[src/rtl/if_fetch_unit.sv]
// rtl/if_fetch_unit.sv - instruction fetch front end with credit-limited requests and 2-entry response buffer
module if_fetch_unit #(
    parameter int                         INST_WIDTH      = 32,
    parameter int                         INST_ADDR_WIDTH = 32,
    parameter logic [INST_ADDR_WIDTH-1:0] RESET_PC        = '0
) (
    input  logic                       clk,
    input  logic                       rst,
    input  logic                       redirect_i,
    input  logic [INST_ADDR_WIDTH-1:0] redirect_pc_i,
    input  logic                       stall_i,
    output logic                       imem_req_o,
    output logic [INST_ADDR_WIDTH-1:0] imem_addr_o,
    input  logic                       imem_ready_i,
    input  logic                       imem_rvalid_i,
    input  logic [INST_WIDTH-1:0]      imem_rdata_i,
    output logic [INST_WIDTH-1:0]      IF_inst_o,
    output logic [INST_ADDR_WIDTH-1:0] IF_PC_o,
    output logic                       IF_valid_o
);

    localparam logic [0:0] ST_FETCH = 1'b0;
    localparam logic [0:0] ST_FLUSH = 1'b1;

    logic [0:0]                 state;
    logic [INST_ADDR_WIDTH-1:0] fetch_pc;
    logic [1:0]                 outstanding;
    logic [1:0]                 kill_cnt;

    // PCs of accepted requests, in issue order; occupancy equals outstanding
    logic [INST_ADDR_WIDTH-1:0] pcq [0:1];
    logic                       pcq_rd;
    logic                       pcq_wr;

    logic [INST_WIDTH-1:0]      buf_inst [0:1];
    logic [INST_ADDR_WIDTH-1:0] buf_pc   [0:1];
    logic                       buf_rd;
    logic                       buf_wr;
    logic [1:0]                 buf_count;

    logic                       credit;
    logic                       accept;
    logic                       resp;
    logic                       push;
    logic                       pop;
    logic [1:0]                 kill_next;

    logic                       unused_pc_bits;
    assign unused_pc_bits = ^redirect_pc_i[1:0];

    // Credits use registered counts only; same-cycle frees are seen next cycle
    assign credit     = ({1'b0, outstanding} + {1'b0, buf_count}) < 3'd2;
    assign imem_req_o = !rst && (state == ST_FETCH) && !redirect_i && credit;
    assign imem_addr_o = fetch_pc;

    assign accept    = imem_req_o && imem_ready_i;
    assign resp      = imem_rvalid_i && (outstanding != 2'd0);
    assign push      = resp && (state == ST_FETCH) && !redirect_i;
    assign pop       = IF_valid_o && !stall_i;
    assign kill_next = outstanding - {1'b0, resp};

    assign IF_valid_o = (buf_count != 2'd0);
    assign IF_inst_o  = IF_valid_o ? buf_inst[buf_rd] : '0;
    assign IF_PC_o    = IF_valid_o ? buf_pc[buf_rd]   : '0;

    always_ff @(posedge clk or posedge rst) begin
        if (rst) begin
            state       <= ST_FETCH;
            fetch_pc    <= RESET_PC;
            outstanding <= 2'd0;
            kill_cnt    <= 2'd0;
            pcq_rd      <= 1'b0;
            pcq_wr      <= 1'b0;
            buf_rd      <= 1'b0;
            buf_wr      <= 1'b0;
            buf_count   <= 2'd0;
            for (int i = 0; i < 2; i++) begin
                pcq[i]      <= '0;
                buf_inst[i] <= '0;
                buf_pc[i]   <= '0;
            end
        end else begin
            if (accept) begin
                pcq[pcq_wr] <= fetch_pc;
                pcq_wr      <= ~pcq_wr;
            end
            // Every accepted response retires its PC, whether kept or discarded
            if (resp) begin
                pcq_rd <= ~pcq_rd;
            end
            outstanding <= outstanding + {1'b0, accept} - {1'b0, resp};

            if (redirect_i) begin
                fetch_pc  <= {redirect_pc_i[INST_ADDR_WIDTH-1:2], 2'b00};
                buf_rd    <= 1'b0;
                buf_wr    <= 1'b0;
                buf_count <= 2'd0;
                kill_cnt  <= kill_next;
                state     <= (kill_next != 2'd0) ? ST_FLUSH : ST_FETCH;
            end else begin
                if (accept) begin
                    fetch_pc <= fetch_pc + INST_ADDR_WIDTH'(4);
                end
                if (push) begin
                    buf_inst[buf_wr] <= imem_rdata_i;
                    buf_pc[buf_wr]   <= pcq[pcq_rd];
                    buf_wr           <= ~buf_wr;
                end
                if (pop) begin
                    buf_rd <= ~buf_rd;
                end
                buf_count <= buf_count + {1'b0, push} - {1'b0, pop};
                if ((state == ST_FLUSH) && resp) begin
                    kill_cnt <= kill_cnt - 2'd1;
                    if (kill_cnt == 2'd1) begin
                        state <= ST_FETCH;
                    end
                end
            end
        end
    end

endmodule

[config.mk]
export PLATFORM = sky130hd
export DESIGN_NAME = if_fetch_unit
export DESIGN_NICKNAME = d
export VERILOG_FILES = /design/src/rtl/if_fetch_unit.sv
export SDC_FILE = /design/constraint.sdc
export NUM_CORES = 1
export LEC_CHECK = 0
export BUFFER_PORTS_ARGS = -buffer_cell sky130_fd_sc_hd__buf_4
export CELL_PAD_IN_SITES_DETAIL_PLACEMENT = 0
export CELL_PAD_IN_SITES_GLOBAL_PLACEMENT = 1
export CORE_MARGIN = 1
export CORE_UTILIZATION = 45
export CTS_CLUSTER_SIZE = 30
export DETAILED_ROUTE_END_ITERATION = 10
export GPL_TIMING_DRIVEN = 1
export HOLD_SLACK_MARGIN = 0.06
export PLACE_DENSITY_LB_ADDON = 0.1
export SETUP_SLACK_MARGIN = 0.4
export SLEW_MARGIN = 20
export SYNTH_ARGS = -nofsm -noshare
export SYNTH_HDL_FRONTEND = slang
export SYNTH_SLANG_ARGS = --single-unit
[constraint.sdc]
create_clock -name clk -period 9.86 [get_ports clk]
set_clock_uncertainty 0.2 [all_clocks]
set_input_delay 1.972 -clock clk [delete_from_list [all_inputs] [get_ports clk]]
set_output_delay 1.972 -clock clk [all_outputs]
set_load 0.02 [all_outputs]
==> impl_results.md <==
* Outcome: complete, no violations
* Final Non-Filler Cells at 1343
* # resized after CTS at 0
* Clock Root Buffer: clkbuf_16
* Post-synth EDFFs at 0
* H-tree depth at 1
* Min setup slack post-route at 4630 ps
* Setup WS pre-CTS at 4660 ps
* Layout cell share with drive strength beyond 1 at 31.7%
* Number of fillers in the final layout at 2080
* Area contributors post-synth: dfrtp_1 (55%), mux2_2 (13%), mux2i_1 (9.1%)
* Post-CTS Setup Repair Bufs at 0
* Antenna cells at 0
* Worst r2r src: buf_count[0]$_DFF_PP0_
* CP startpoint: redirect_i
* Worst VDD drop at 132 uV
* Crit end category: output pin
* DIE AREA at 23500 um^2
* Synth Flop Type: dfrtp_1
* IO Port Bufs at 161
* Post-synthesis cell type count at 51
* Warnings from Yosys at 0
* TritonCTS Buffers at 24
* CTS tree: done
* Reg2reg end: pcq[61]$_DFFE_PP0P_
* Initial core utilization at 45.7%
* Setup Crit Path Kind: in -> out
* Die X at 153 um
* Placeable Area at 22600 um^2
* Finish-stage setup viols at 0
* Seq pwr share at 41.7%
* TNS Setup at 0 ps
* Clk sinks at 225
* Cells after Synth at 906
* Slew headroom at 30.7%
* Pwr dens at 285 nW/um^2
* Pin count of the biggest net entering global routing at 149
* Syn-to-layout area delta at 21.0%
* Clock power share at 24.0%
* Placed insts at 1300
* Setup crit end: imem_req_o
* I/O pin cnt at 168
* NetSw at 1.20 mW
* Comb pwr share at 34.3%
* Nets at 1119
* CP startpoint kind: input pin
* Final worst path period share at 53.0%
* Most common cell after layout, fill and taps aside: dfrtp_1
* Post-route ant nets at 0
* Congestion Overflow GR at 0
* Slew @ Worst Pin at 1040 ps
* Hold WC Path Type: reg -> reg
* Clock transition at the registers of the reported paths at 60 ps
* Ys async rst share at 100%
* Internal power at 2.36 mW
* Final WL at 23.3 mm
* Leak pwr at 5.81 nW
* Most frequent cells in the layout: dfrtp_1 (224), buf_4 (169), mux2_2 (118)
* Largest area contributor in the netlist: dfrtp_1
* Die H at 153 um
* Top cell type's share of synthesized area at 54.6%
* Worst R2R Setup Slack at 5690 ps
* Max-cap violations at 0
* Clk_lat worst skew at 510 ps
* Vias in the first global route at 7107
* Crit path DAT at 3060 ps
* Minimum clock period at 5230 ps
* Total power at 3.56 mW
* Final hold vios at 0
* DR WL/cell at 17.3 um
* Detail Placement HPWL at 14.6 mm
* Maximum clock rate at 0.191 GHz
* CP max FO at 46
* Fin Hold WS at 277 ps
* Worst R2R Path Depth at 8
* RSZ-0062 raised after global routing: false
* First-pass DRT Iterations at 5
* Final GP Congestion at 0.751
* Vias per Instance at 5.41
* 1st-iter DRT viols at 406
* Fin. max-slew vios at 0
* Avg Cell Area, Syn at 11.4 um^2
* Cts hold-fix bufs at 0
* Vias at 7260
* Sw Share at 33.8%
* First-pass GRT wire length at 38.5 mm
* Maximum clock path buffer count at 3
* Worst endpoint required time at 7690 ps
* GRT Util Overall at 20.2%
* # rows at 55
* Initial antenna violation count at 0
* Seq cells post-synth at 225
* Synthesized area at 10300 um^2
* Sequential fraction of the synthesis area at 54.6%
* Drc violations at 0
metal layers:
metal  wire length [um]  part of all wire (%)  global-route usage [%]  vias to the layer above
met4                305                   1.3                    4.19                        0
met1              11400                    49                    29.9                     3585
li1                   -                     -                       -                     3465
met3               1090                   4.7                    2.67                       28
met2              10500                    45                    31.8                      182
met5                  0                     0                       0                        -
critical path: stages:
cell     delay, ps
buf_4          270
nor2_1         310
nor4b_1        300
buf_4          200
worst min path at each step:
stage	slack (ps)	startpoint	cells after the start	endpoint
3_3_place_gp	260	buf_pc[31]$_DFFE_PP0P_	2	buf_pc[31]$_DFFE_PP0P_
5_1_grt	300	buf_pc[22]$_DFFE_PP0P_	2	buf_pc[22]$_DFFE_PP0P_
2_1_floorplan	250	buf_pc[10]$_DFFE_PP0P_	2	buf_pc[10]$_DFFE_PP0P_
6_report	280	buf_pc[28]$_DFFE_PP0P_	2	buf_pc[28]$_DFFE_PP0P_
3_5_place_dp	270	buf_pc[8]$_DFFE_PP0P_	2	buf_pc[8]$_DFFE_PP0P_
4_1_cts	280	buf_pc[8]$_DFFE_PP0P_	2	buf_pc[8]$_DFFE_PP0P_
cells in the mapped netlist (5+ instances only):
master,count
inv_1,10
nor2_1,114
nand4_1,11
o211ai_1,7
mux2i_1,94
ha_1,7
xnor2_1,7
xor2_1,5
o21ai_1,5
nand3_1,16
a221o_1,6
a21oi_1,36
nand2_1,74
o311ai_0,9
o21ai_0,44
mux2_2,118
dfrtp_1,225
buf_2,18
clkbuf_1,40
cell families after synthesis:
group / after synthesis / share of synthesized area (%)
AND/OR/NAND/NOR: 241 / 10.1
AO/OA/AOI/OAI: 128 / 7.63
other: 1 / 0.0364
buffers and inverters: 75 / 3.09
XOR/XNOR: 12 / 1.02
flip-flops: 225 / 54.6
multiplexers: 216 / 22.4
adder cells (fa/ha/maj): 8 / 1.04
metrics by stage:
stage | area [um^2] | utilization [%]
detailed placement | 11700 | 51.9
global placement | 11700 | 51.9
floorplan | 10300 | -
finish | 12500 | 55.3
global route | 12500 | 55.3
CTS | 12500 | 55.3
area by class of cell:
cell class,instances,area [um^2],share of cell area (%)
flip-flops and latches,225,5630,45.1
multi-input cells,609,4410,35.3
repair buffers,170,1280,10.3
clock buffers,36,717,5.74
well taps,285,357,2.86
inverters,11,53.8,0.431
clock inverters,7,35.0,0.281
state kept, by name (all words and copies together) (netlist names):
register,count
buf_wr,1
buf_count,2
outstanding,2
buf_inst,64
imem_addr_o,30
pcq_rd,1
pcq,60
buf_rd,1
pcq_wr,1
kill_cnt,2
buf_pc,60
state,1
power groups by stage:
stage                     clock network, mW  registers (mW)  logic, mW
after floorplan                           0            1.43      0.899
after global placement                    0            1.49       1.22
after detailed placement                  0            1.50       1.24
after CTS                             0.882            1.49       1.24
after global routing                  0.919            1.54       1.35
final                                 0.855            1.49       1.22
No activity file was read; power rests on OpenSTA's default activity.
